[config.mk]
export PLATFORM = sky130hd
export DESIGN_NAME = maze_navigator_flat
export DESIGN_NICKNAME = d
export VERILOG_FILES = /design/src/rtl/maze_navigator_if.sv /design/src/rtl/maze_navigator.sv /design/src/flat_wrapper.sv
export SDC_FILE = /design/constraint.sdc
export NUM_CORES = 1
export LEC_CHECK = 0
export CORE_UTILIZATION = 56
export DETAILED_ROUTE_END_ITERATION = 16
export GPL_TIMING_DRIVEN = 0
export PLACE_DENSITY = 0.83
export SETUP_SLACK_MARGIN = 0.5
export SYNTH_ARGS = -nofsm -noshare
export SYNTH_HDL_FRONTEND = slang
export SYNTH_SLANG_ARGS = --single-unit
export TNS_END_PERCENT = 1
[constraint.sdc]
create_clock -name clk -period 11.9 [get_ports clk]
set_input_delay 1.785 -clock clk [delete_from_list [all_inputs] [get_ports clk]]
set_output_delay 1.785 -clock clk [all_outputs]
set_load 0.01 [all_outputs]
[src/rtl/maze_navigator_if.sv]
// Bundle of the maze navigator's load, button and status signals.
// The driver side uses master; the navigator itself uses slave.
interface maze_navigator_if #(
   parameter int MAZE_W = 20,
   parameter int MAZE_H = 20
);
   logic                       load;
   logic [MAZE_W*MAZE_H-1:0]   maze;
   logic [9:0]                 player_start;
   logic [9:0]                 player_end;
   logic                       btn_up;
   logic                       btn_down;
   logic                       btn_left;
   logic                       btn_right;
   logic [9:0]                 player_pos;
   logic [15:0]                move_count;
   logic                       playing;
   logic                       won;
   logic                       bump;

   modport master (
      output load, maze, player_start, player_end,
      output btn_up, btn_down, btn_left, btn_right,
      input  player_pos, move_count, playing, won, bump
   );

   modport slave (
      input  load, maze, player_start, player_end,
      input  btn_up, btn_down, btn_left, btn_right,
      output player_pos, move_count, playing, won, bump
   );
endinterface

[src/rtl/maze_navigator.sv]
// Grid maze game: a player token moves one cell per button press through a
// loaded wall map until it reaches the goal cell.
module maze_navigator #(
   parameter int MAZE_W = 20,
   parameter int MAZE_H = 20
) (
   input logic              clk,
   input logic              rst_n,
   maze_navigator_if.slave  bus
);
   localparam int CELLS = MAZE_W * MAZE_H;
   localparam int IDX_W = $clog2(CELLS);

   typedef enum logic [1:0] {IDLE, PLAY, WON} state_t;

   state_t             state_reg, state_next;
   logic [CELLS-1:0]   maze_reg;
   logic [9:0]         end_reg;
   logic [3:0]         btn_vec, btn_reg, press;
   logic [9:0]         pos_reg, pos_next;
   logic [15:0]        count_reg, count_next;
   logic               bump_reg, bump_next;

   logic [5:0]         t_row, t_col;
   logic [9:0]         target_pos;
   logic [IDX_W-1:0]   cell_idx;
   logic               in_range, blocked, single_press;

   // Bit order: 0 up, 1 down, 2 left, 3 right.
   assign btn_vec = {bus.btn_right, bus.btn_left, bus.btn_down, bus.btn_up};

   genvar gi;
   generate
      for (gi = 0; gi < 4; gi++) begin : g_press
         assign press[gi] = btn_vec[gi] & ~btn_reg[gi];
      end
   endgenerate

   assign single_press = $onehot(press);

   // Six-bit arithmetic: stepping below 0 wraps to 63, which the range check rejects.
   always_comb begin
      t_row = {1'b0, pos_reg[9:5]};
      t_col = {1'b0, pos_reg[4:0]};
      if (press[0])
         t_row = {1'b0, pos_reg[9:5]} - 6'd1;
      else if (press[1])
         t_row = {1'b0, pos_reg[9:5]} + 6'd1;
      else if (press[2])
         t_col = {1'b0, pos_reg[4:0]} - 6'd1;
      else if (press[3])
         t_col = {1'b0, pos_reg[4:0]} + 6'd1;
   end

   assign in_range   = (t_row < 6'(MAZE_H)) && (t_col < 6'(MAZE_W));
   assign cell_idx   = IDX_W'(int'(t_row) * MAZE_W + int'(t_col));
   assign blocked    = !in_range || maze_reg[cell_idx];
   assign target_pos = {t_row[4:0], t_col[4:0]};

   // Captured game setup; the wall lookup never sees the live maze input.
   always_ff @(posedge clk or negedge rst_n) begin
      if (!rst_n) begin
         maze_reg <= '0;
         end_reg  <= '0;
      end else if (bus.load) begin
         maze_reg <= bus.maze;
         end_reg  <= bus.player_end;
      end
   end

   always_ff @(posedge clk or negedge rst_n) begin
      if (!rst_n) begin
         state_reg <= IDLE;
         pos_reg   <= '0;
         count_reg <= '0;
         bump_reg  <= 1'b0;
         btn_reg   <= '0;
      end else begin
         state_reg <= state_next;
         pos_reg   <= pos_next;
         count_reg <= count_next;
         bump_reg  <= bump_next;
         btn_reg   <= btn_vec;
      end
   end

   always_comb begin
      state_next = state_reg;
      pos_next   = pos_reg;
      count_next = count_reg;
      bump_next  = 1'b0;
      if (bus.load) begin
         pos_next   = bus.player_start;
         count_next = '0;
         state_next = (bus.player_start == bus.player_end) ? WON : PLAY;
      end else if (state_reg == PLAY && single_press) begin
         if (blocked) begin
            bump_next = 1'b1;
         end else begin
            pos_next   = target_pos;
            count_next = (count_reg == 16'hFFFF) ? count_reg : count_reg + 16'd1;
            if (target_pos == end_reg)
               state_next = WON;
         end
      end
   end

   always_comb begin
      bus.playing    = (state_reg == PLAY);
      bus.won        = (state_reg == WON);
      bus.player_pos = pos_reg;
      bus.move_count = count_reg;
      bus.bump       = bump_reg;
   end
endmodule

[src/flat_wrapper.sv]
// flat-port wrapper written by rule: the top's interface ports become plain ports
module maze_navigator_flat 
#(
   parameter int MAZE_W = 20,
   parameter int MAZE_H = 20
)
  (clk, rst_n, bus_load, bus_maze, bus_player_start, bus_player_end, bus_btn_up, bus_btn_down, bus_btn_left, bus_btn_right, bus_player_pos, bus_move_count, bus_playing, bus_won, bus_bump);
  maze_navigator_if #(.MAZE_W(MAZE_W), .MAZE_H(MAZE_H)) bus_i ();
  input logic clk;
  input logic rst_n;
  input wire logic [$bits(bus_i.load)-1:0] bus_load;
  input wire logic [$bits(bus_i.maze)-1:0] bus_maze;
  input wire logic [$bits(bus_i.player_start)-1:0] bus_player_start;
  input wire logic [$bits(bus_i.player_end)-1:0] bus_player_end;
  input wire logic [$bits(bus_i.btn_up)-1:0] bus_btn_up;
  input wire logic [$bits(bus_i.btn_down)-1:0] bus_btn_down;
  input wire logic [$bits(bus_i.btn_left)-1:0] bus_btn_left;
  input wire logic [$bits(bus_i.btn_right)-1:0] bus_btn_right;
  output wire logic [$bits(bus_i.player_pos)-1:0] bus_player_pos;
  output wire logic [$bits(bus_i.move_count)-1:0] bus_move_count;
  output wire logic [$bits(bus_i.playing)-1:0] bus_playing;
  output wire logic [$bits(bus_i.won)-1:0] bus_won;
  output wire logic [$bits(bus_i.bump)-1:0] bus_bump;
  assign bus_i.load = bus_load;
  assign bus_i.maze = bus_maze;
  assign bus_i.player_start = bus_player_start;
  assign bus_i.player_end = bus_player_end;
  assign bus_i.btn_up = bus_btn_up;
  assign bus_i.btn_down = bus_btn_down;
  assign bus_i.btn_left = bus_btn_left;
  assign bus_i.btn_right = bus_btn_right;
  assign bus_player_pos = bus_i.player_pos;
  assign bus_move_count = bus_i.move_count;
  assign bus_playing = bus_i.playing;
  assign bus_won = bus_i.won;
  assign bus_bump = bus_i.bump;
  maze_navigator #(.MAZE_W(MAZE_W), .MAZE_H(MAZE_H)) u_core (.clk(clk), .rst_n(rst_n), .bus(bus_i));
endmodule
# Word-level counts from Yosys, hierarchy flattened
# Cells that the tools add are included.
[op_classes]
muxes = 23
mul = 1
magnitude_cmp = 3
eq_ne = 8
n_reduce_logical = 9
add_sub_neg = 9
n_bitwise = 8
[ops]
columns = ["operator", "count"]
rows = [
  ["$mux 16", 4],
  ["$mux 6", 6],
  ["$mux 10", 3],
  ["$eq 10x10->1", 2],
  ["$add 16x1->16 const B", 1],
  ["$eq 16x16->1 const B", 1],
  ["$add 5x1->6 const B", 2],
  ["$lt 6x5->1 const B", 2],
  ["$sub 5x1->6 const B", 2],
  ["$lt 9x10->1 const B", 1],
  ["$mux 2", 5],
  ["$add 9x7->9", 1],
  ["$bmux 1 s9", 1],
  ["$mul 6x3->7 const B", 1],
  ["$reduce_and 3->1", 2],
  ["$add 1x1->2", 2],
  ["$and 1x1->1", 4],
  ["$mux 1", 4],
  ["$ne 2x2->1 const B", 2],
  ["$not 1->1", 4],
  ["$reduce_bool 2->1", 2],
  ["$add 3x3->3", 1],
  ["$eq 3x1->1 const B", 1],
  ["$eq 2x1->1 const B", 1],
  ["other kinds (5)", 6],
]
[word_totals]
input_bits = 427
ff_bits = 443
out_inout_bits = 29

# Longest topological paths before layout
[depth]
word_depth = 13
mapped_depth = 26
ltp_nobuf = 21

# Worst setup path before layout
# Ideal clock, no wire load.
[synth_path]
path_kind = "input to register"
start = "input port bus_btn_left"
end = "register u_core.state_reg[0]"
arrival_time_ns = 6.586
setup_time_ns = 0.120
required_ns = 11.780
cell_stages = 23
path_slack_ns = 5.195
path_cell_list = "nand2b_1 -> buf_6 -> inv_1 -> o211ai_1 -> clkbuf_1 -> clkbuf_1 -> nor2_1 -> xnor2_1 -> ha_1 -> inv_1 -> fa_1 -> inv_1 -> clkbuf_1 -> nand2_1 -> nor2_1 -> a221oi_1 -> nand4_1 -> a311oi_1 -> o31ai_1 -> a211oi_2 -> nand2_1 -> or4_1 -> a31o_1"
[synth_between]
elab_chain_cells = 10
elab_cells_between_ends = 20
classes_between = "3 x add/sub; 1 x order compare; 3 x eq/ne; 5 x mux; 1 x bitwise; 7 x reduce/logical"
[synth_lines]
columns = ["item", "line", "source"]
rows = [
  ["start: declaration", "flat_wrapper.sv:17", "input wire logic [$bits(bus_i.btn_left)-1:0] bus_btn_left;"],
  ["$and 1x1->1 *", "maze_navigator.sv:35", "assign press[gi] = btn_vec[gi] & ~btn_reg[gi];"],
  ["$mux 6", "maze_navigator.sv:49", "else if (press[2])"],
  ["$mux 6", "maze_navigator.sv:47", "else if (press[1])"],
  ["$mux 6", "maze_navigator.sv:45", "if (press[0])"],
  ["$add 9x7->9 / $lt 6x5->1 (equally long branches)", "maze_navigator.sv:56, maze_navigator.sv:55", ""],
  ["$bmux 1 s9 / $logic_and 1x1->1 (equally long branches)", "maze_navigator.sv:57, maze_navigator.sv:55", ""],
  ["$mux 1 (not written as such) / $logic_not 1->1 (equally long branches)", "maze_navigator.sv:57", "assign blocked = !in_range || maze_reg[cell_idx];"],
  ["$logic_or 1x1->1", "maze_navigator.sv:57", ""],
  ["$ne 2x2->1 (no source line)", "n/a", ""],
  ["$reduce_and 3->1 (no source line) *", "n/a", ""],
  ["end signal: assignment", "maze_navigator.sv:79", "state_reg <= state_next;"],
  ["end: declaration", "maze_navigator.sv:16", "state_t state_reg, state_next;"],
]
# Every way passes the cells marked *; elsewhere a longest branch is shown, timed or not. The select of a mux whose other input is x is not followed.
# A chain may end at the register's enable or synchronous reset.

# Worst setup path in the final report
[layout_path]
start = "input port bus_btn_left"
end = "register u_core.pos_reg[6] (netlist: u_core.bus.player_pos[6])"
[layout_between]
elab_chain_cells = 10
elab_cells_between_ends = 18
classes_between = "3 x add/sub; 1 x order compare; 2 x eq/ne; 5 x mux; 1 x bitwise; 6 x reduce/logical"
[layout_lines]
columns = ["item", "line", "source"]
rows = [
  ["$and 1x1->1 *", "maze_navigator.sv:35", ""],
  ["$mux 6", "maze_navigator.sv:49", ""],
  ["$mux 6", "maze_navigator.sv:47", ""],
  ["$mux 6", "maze_navigator.sv:45", ""],
  ["$add 9x7->9 / $lt 6x5->1 (equally long branches)", "maze_navigator.sv:56, maze_navigator.sv:55", ""],
  ["$bmux 1 s9 / $logic_and 1x1->1 (equally long branches)", "maze_navigator.sv:57, maze_navigator.sv:55", ""],
  ["$mux 1 (not written as such) / $logic_not 1->1 (equally long branches)", "maze_navigator.sv:57", ""],
  ["$logic_or 1x1->1", "maze_navigator.sv:57", ""],
  ["$ne 2x2->1 (no source line)", "n/a", ""],
  ["$reduce_and 2->1 (no source line) *", "n/a", ""],
  ["end signal: assignment", "maze_navigator.sv:80", "pos_reg <= pos_next;"],
  ["end: declaration", "maze_navigator.sv:20", "logic [9:0] pos_reg, pos_next;"],
]
# Marked as above.

==> impl_metrics.toml <==
[outcome]
outcome = "completed"

[sta]
setup_viol = 0
slew_headroom_pct = 2.84
fmax_ghz = 0.101
worst_slew_pin_slew_ns = 1.45
finalWorstSetupSlack_ns = 1.95
fin_skew_ns = 0.0307
rsz0062_at_grt = "false"
drv_slew = 0
hold_viol = 0
post-route-period-util_pct = 83.6
layout_min_cycle_time_ns = 9.95
whs_ns = 0.503

[drt]
antenna_left = 0
via_per_inst = 6.34
first_pass_iters = 6
initialDrtViolationCount = 1413
wl_um = 77200
drc = 0
wl_per_cell_um = 27.4
dr_total_vias = 17900

[clocking]
cts_hold_buf = 0
cts.sinks = 443
htree_levels = 2
cts_buffers = 47
insertion_delay_ns = 0.61
clock_path_buffers = 3
ctsResizeCount = 0
post_cts_buffers = 0
ctsRootBufferMaster = "clkbuf_16"
cts_tree = "done"
cts.clk_slew.worst_paths_ns = 0.06

[worst_hold_path]
min_from = "u_core.maze_reg[371]"
hold_path.class = "flop to flop"

[synthesis]
yosysTopAreaCell = "dfrtp_1"
yosys-top-cells-area = "dfrtp_1, mux2_2, mux4_2"
syn_avg_cell_area_um2 = 12.8
synth_top_area_share_pct = 49.8
yosysUniqueCellTypes = 75
syn_area_um2 = 22300
async_flop_share_pct = 100
syn_nets = 2190
synth_seq_area_share_pct = 49.8
synth_flop_cell = "dfrtp_1"
synth_edf_count = 0
netlist_instances = 1743
synth_warnings = 0
synth-seq-cells = 443

[critical_path]
reg2reg_slack_ns = 3.24
arrival_ns = 10.39
crit_start = "bus_btn_left"
max_stage_delay_ns = 0.79
cp-end-kind = "flop"
r2r-start = "u_core.btn_reg[2]"
startpoint_type = "input pin"
worstPathRequired_ns = 12.34
crit_fanout = 10
cp_slowest_cell = "clkbuf_1"
crit_type = "input pin to flop"
path_buf_inv = 11
cp_top_family = "buffers and inverters"

[floorplanning]
core-area_um2 = 38900
die_width_um = 201
core.rowCount = 72
ios = 456
start_util_pct = 57.2
die_h_um = 201
dieArea_um2 = 40600

[cells_and_area]
largest_reg_flops = 400
nNetsFinal = 2697
final_cell_area_um2 = 29200
drive_above_1_share_pct = 25.7
syn2layout_area_growth_pct = 30.9

[global_route]
grtUsageTotal_pct = 38.5
overflow = 0
grt_pass1_vias = 18900
antenna_found_initial = 25
grt_pass1_wl_um = 116000
grt_start_max_net_pins = 129

[place]
dpl-instance-area_um2 = 27600
gp_congestion = 0.994
hpwlAfterDp_um = 57300
io_buffers = 454
place_ws_ns = 1.70

[power]
vdd_drop_max_v = 0.000124
powerDensity_nw_per_um2 = 169
leakage_nw = 11.9

[job]
maxCapViolCount = 0
-- cell usage after synthesis, drive strengths merged, types with 26 or more instances --
master / n
mux4: 50
nor2: 61
o21ai: 31
nand3: 26
nor3: 33
buf: 38
a21oi: 31
dfrtp: 443
clkbuf: 83
mux2: 425
mux2i: 83
nand2: 101
-- path summary, 6_finish.rpt --
path / to / depth (start not counted)
setup / recovery: u_core.bus.player_pos[6] / 25
hold / removal: u_core.maze_reg[371] / 1
setup reg to reg: u_core.bus.player_pos[6] / 24
hold reg to reg: u_core.maze_reg[371] / 1
max in group asynchronous: u_core.maze_reg[79] / 3
min in group asynchronous: u_core.maze_reg[270] / 1
-- cell usage in the layout (no fill, tap or decap), drive strengths merged, types with 7 or more instances in the layout --
cell type	instances
a21oi	31
a31oi	16
ha	17
nand3	26
o31ai	11
a221oi	11
a311oi	7
nor4	8
nor3	33
mux4	50
o22ai	11
or4	9
o221ai	9
diode	20
nand2	101
clkinv	10
xnor2	22
and3	11
xor2	17
o21ai	31
mux2i	83
buf	43
o211ai	19
inv	22
or3	8
a211oi	9
mux2	425
nand4	13
nor2	61
dfrtp	443
nand2b	7
clkbuf	149
nor2b	9
clkdlybuf4s50	453
-- cells by family after synthesis --
group | Yosys count | share of synthesized area, %
DFF | 443 | 49.8
muxes | 558 | 30.3
adders and majority gates | 20 | 1.22
and+or+nand+nor | 306 | 6.64
buffers and inverters | 144 | 2.70
xor gates and xnor gates | 41 | 1.80
AOI/OAI and AO/OA | 231 | 7.59
-- final cells by class --
cell class              count  area [um2]
diodes                     20        50.0
plain buffers             121         514
repair buffers            458        4660
multi-input cells        1156       10600
clock inverters            13         158
fillers                  2632        9760
clock buffers              66        1360
flip-flops and latches    443       11100
inverters                  23        86.3
well taps                 518         648
-- per-stage QoR --
stage	total power [mW]	TNS (ns)	utilization, %	instances
after floorplan	2.70	0	-	1743
after global placement	3.38	-4373.26	70.6	2715
after detailed placement	3.41	0	70.9	2719
after CTS	4.88	0	74.8	2798
after global routing	5.09	0	74.9	2811
final	4.92	0	74.9	2818
-- power by group --
part	switching, mW	internal, mW	leakage, nW	total (mW)
sequential	0.101	1.65	5.22	1.76
combinational	1.00	0.692	5.94	1.70
clock	0.616	0.856	0.748	1.47
-- layer usage --
metal,track usage [%],vias to the layer above,wire (um),share of wire [%]
li1,-,7553,-,-
met1,47.2,8982,28200,37
met2,61.2,1035,36400,47
met3,11.0,274,7880,10
met4,21.7,14,4570,5.9
met5,0,-,91,0.12
Power figures use the tool's default switching activity.
==> patch: new RTL, same settings <==
`MAZE_H` is set to 20 in 3 places; all go to 10.
--- a/src/rtl/maze_navigator_if.sv
+++ b/src/rtl/maze_navigator_if.sv
@@ -4,3 +4,3 @@
    parameter int MAZE_W = 20,
-   parameter int MAZE_H = 20
+   parameter int MAZE_H = 10
 );
--- a/src/rtl/maze_navigator.sv
+++ b/src/rtl/maze_navigator.sv
@@ -4,3 +4,3 @@
    parameter int MAZE_W = 20,
-   parameter int MAZE_H = 20
+   parameter int MAZE_H = 10
 ) (
--- a/src/flat_wrapper.sv
+++ b/src/flat_wrapper.sv
@@ -4,3 +4,3 @@
    parameter int MAZE_W = 20,
-   parameter int MAZE_H = 20
+   parameter int MAZE_H = 10
 )
Ports: changed (resized bus_maze); port bits go from 456 to 256. The function was not compared with the original's and may differ.
==> patch against the unedited design <==
  * Synthesized cell count fell by 34%
  * Area after synthesis fell by 39%
  * Critical endpoint is now u_core.bus.player_pos[0]
  * Final area fell by 40%
  * Sequential cell count fell by 200
  * Setup slack improved by 2.7 ns
  * Total power fell by 40%
  * Non-clock buffer count fell by 246
  * Wire length fell by 43%
  * Final cell count fell by 37%
  * Highest routed layer is now met4
  * Clock skew fell by 0.020 ns
==> patch: results (changes against the unedited design) <==
stage,metric,value,unit,change
layout,clock_tree_area_fraction,5.41,%,+0.21 points
placed_design,hpwl,32.0,mm,-44%
logic_synthesis,seq_area_frac_synth,44.7,%,-5.1 points
placed_design,dp_cells,1731,,-36%
layout,comb.multi_input.count,817,,-29%
placed_design,place_ws,4.32,ns,+2.63 ns
logic_synthesis,yosys-top-cells-area,"dfrtp_1 (45%), mux2_2 (19%), mux2i_1 (4.0%)",,
detailed_routing,drt-vias-per-instance,6.35,,+0.26%
grt,use_met2,57.0,%,-4.2 points
logic_synthesis,synth-adder-area-share,1.91,%,+0.69 points
placed_design,place.gp.congestion,0.956,,-3.8%
grt,use_met3,10.2,%,-0.75 points
setup_path,cp_slowest_cell,xnor2_1,,
sta,worst_slew_pin_slew,1.42,ns,-0.0271 ns
grt,grt_use_met1,46.5,%,-0.73 points
detailed_routing,met1Wirelength,17.2,mm,-39%
layout,fillers,1673,,-36%
grt,grt_pass1_wl,66.8,mm,-42%
setup_path,reg2reg_slack,5.03,ns,+1.79 ns
placed_design,placed_cell_area,16600,um^2,-40%
detailed_routing,wirelength,43.7,mm,-43%
grt,grt_max_degree,126,,-2.3%
layout,drive_above_1_share,24.4,%,-1.2 points
detailed_routing,top_layer,met4,,
power_and_ir_drop,swShare,36.3,%,+1.3 points
setup_path,critPathTopFamily,simple AND/OR/NAND/NOR gates,,
logic_synthesis,synthTopCellsByCount,"dfrtp_1 (243), mux2_2 (230), mux2i_1 (55)",,
power_and_ir_drop,vdd_drop_max,0.0967,mV,-22%
power_and_ir_drop,pwr-share-comb,37.4,%,+2.9 points
logic_synthesis,synth.distinct_cells,80,,+6.7%
power_and_ir_drop,p_leak,0.00708,uW,-41%
sta,clock.fmax,0.137,GHz,+36%
floorplan,core_area,23700,um^2,-39%
layout,clkbuf_count,35,,-47%
logic_synthesis,yosys-mux-area-fraction,26.6,%,-3.6 points
setup_path,reg2reg_depth,21,,-13%
outcome,status,"complete, no violations",,
layout,multi_input_area_share,40.2,%,+3.8 points
setup_path,cp-endpoint,u_core.bus.player_pos[0],,
layout,largest_reg_flops,200,,-50%
sta,fin_worst_skew,0.0103,ns,-0.0204 ns
layout,buffers,333,,-42%
detailed_routing,drtIter0Drc,1038,,-27%
logic_synthesis,syn_nets,1402,,-36%
sta,hold_slack,0.499,ns,-0.00384 ns
-- patch: changes by cell type after synthesis, sizes merged, moves of 26 or more --
cell | unedited run | this run
mux2 | 425 | 231
clkbuf | 83 | 39
nand2 | 101 | 41
mux2i | 83 | 57
dfrtp | 443 | 243
mux4 | 50 | 19
-- patch: worst min path at each step --
stage                          from              endpoint  depth (start not counted)
2_1_floorplan  u_core.maze_reg[118]  u_core.maze_reg[118]                          1
3_3_place_gp   u_core.maze_reg[126]  u_core.maze_reg[126]                          1
3_5_place_dp   u_core.maze_reg[118]  u_core.maze_reg[118]                          1
4_1_cts        u_core.maze_reg[118]  u_core.maze_reg[118]                          1
5_1_grt        u_core.maze_reg[180]  u_core.maze_reg[180]                          1
6_report       u_core.maze_reg[118]  u_core.maze_reg[118]                          1
-- patch: cell families (layout without fill, tap and decap cells) --
logic type,Yosys count,in the layout
muxes,307,307
buffers and inverters,96,402
xor gates and xnor gates,41,41
and+or+nand+nor,251,251
adders and majority gates,19,19
AOI/OAI and AO/OA,199,199
DFF,243,243
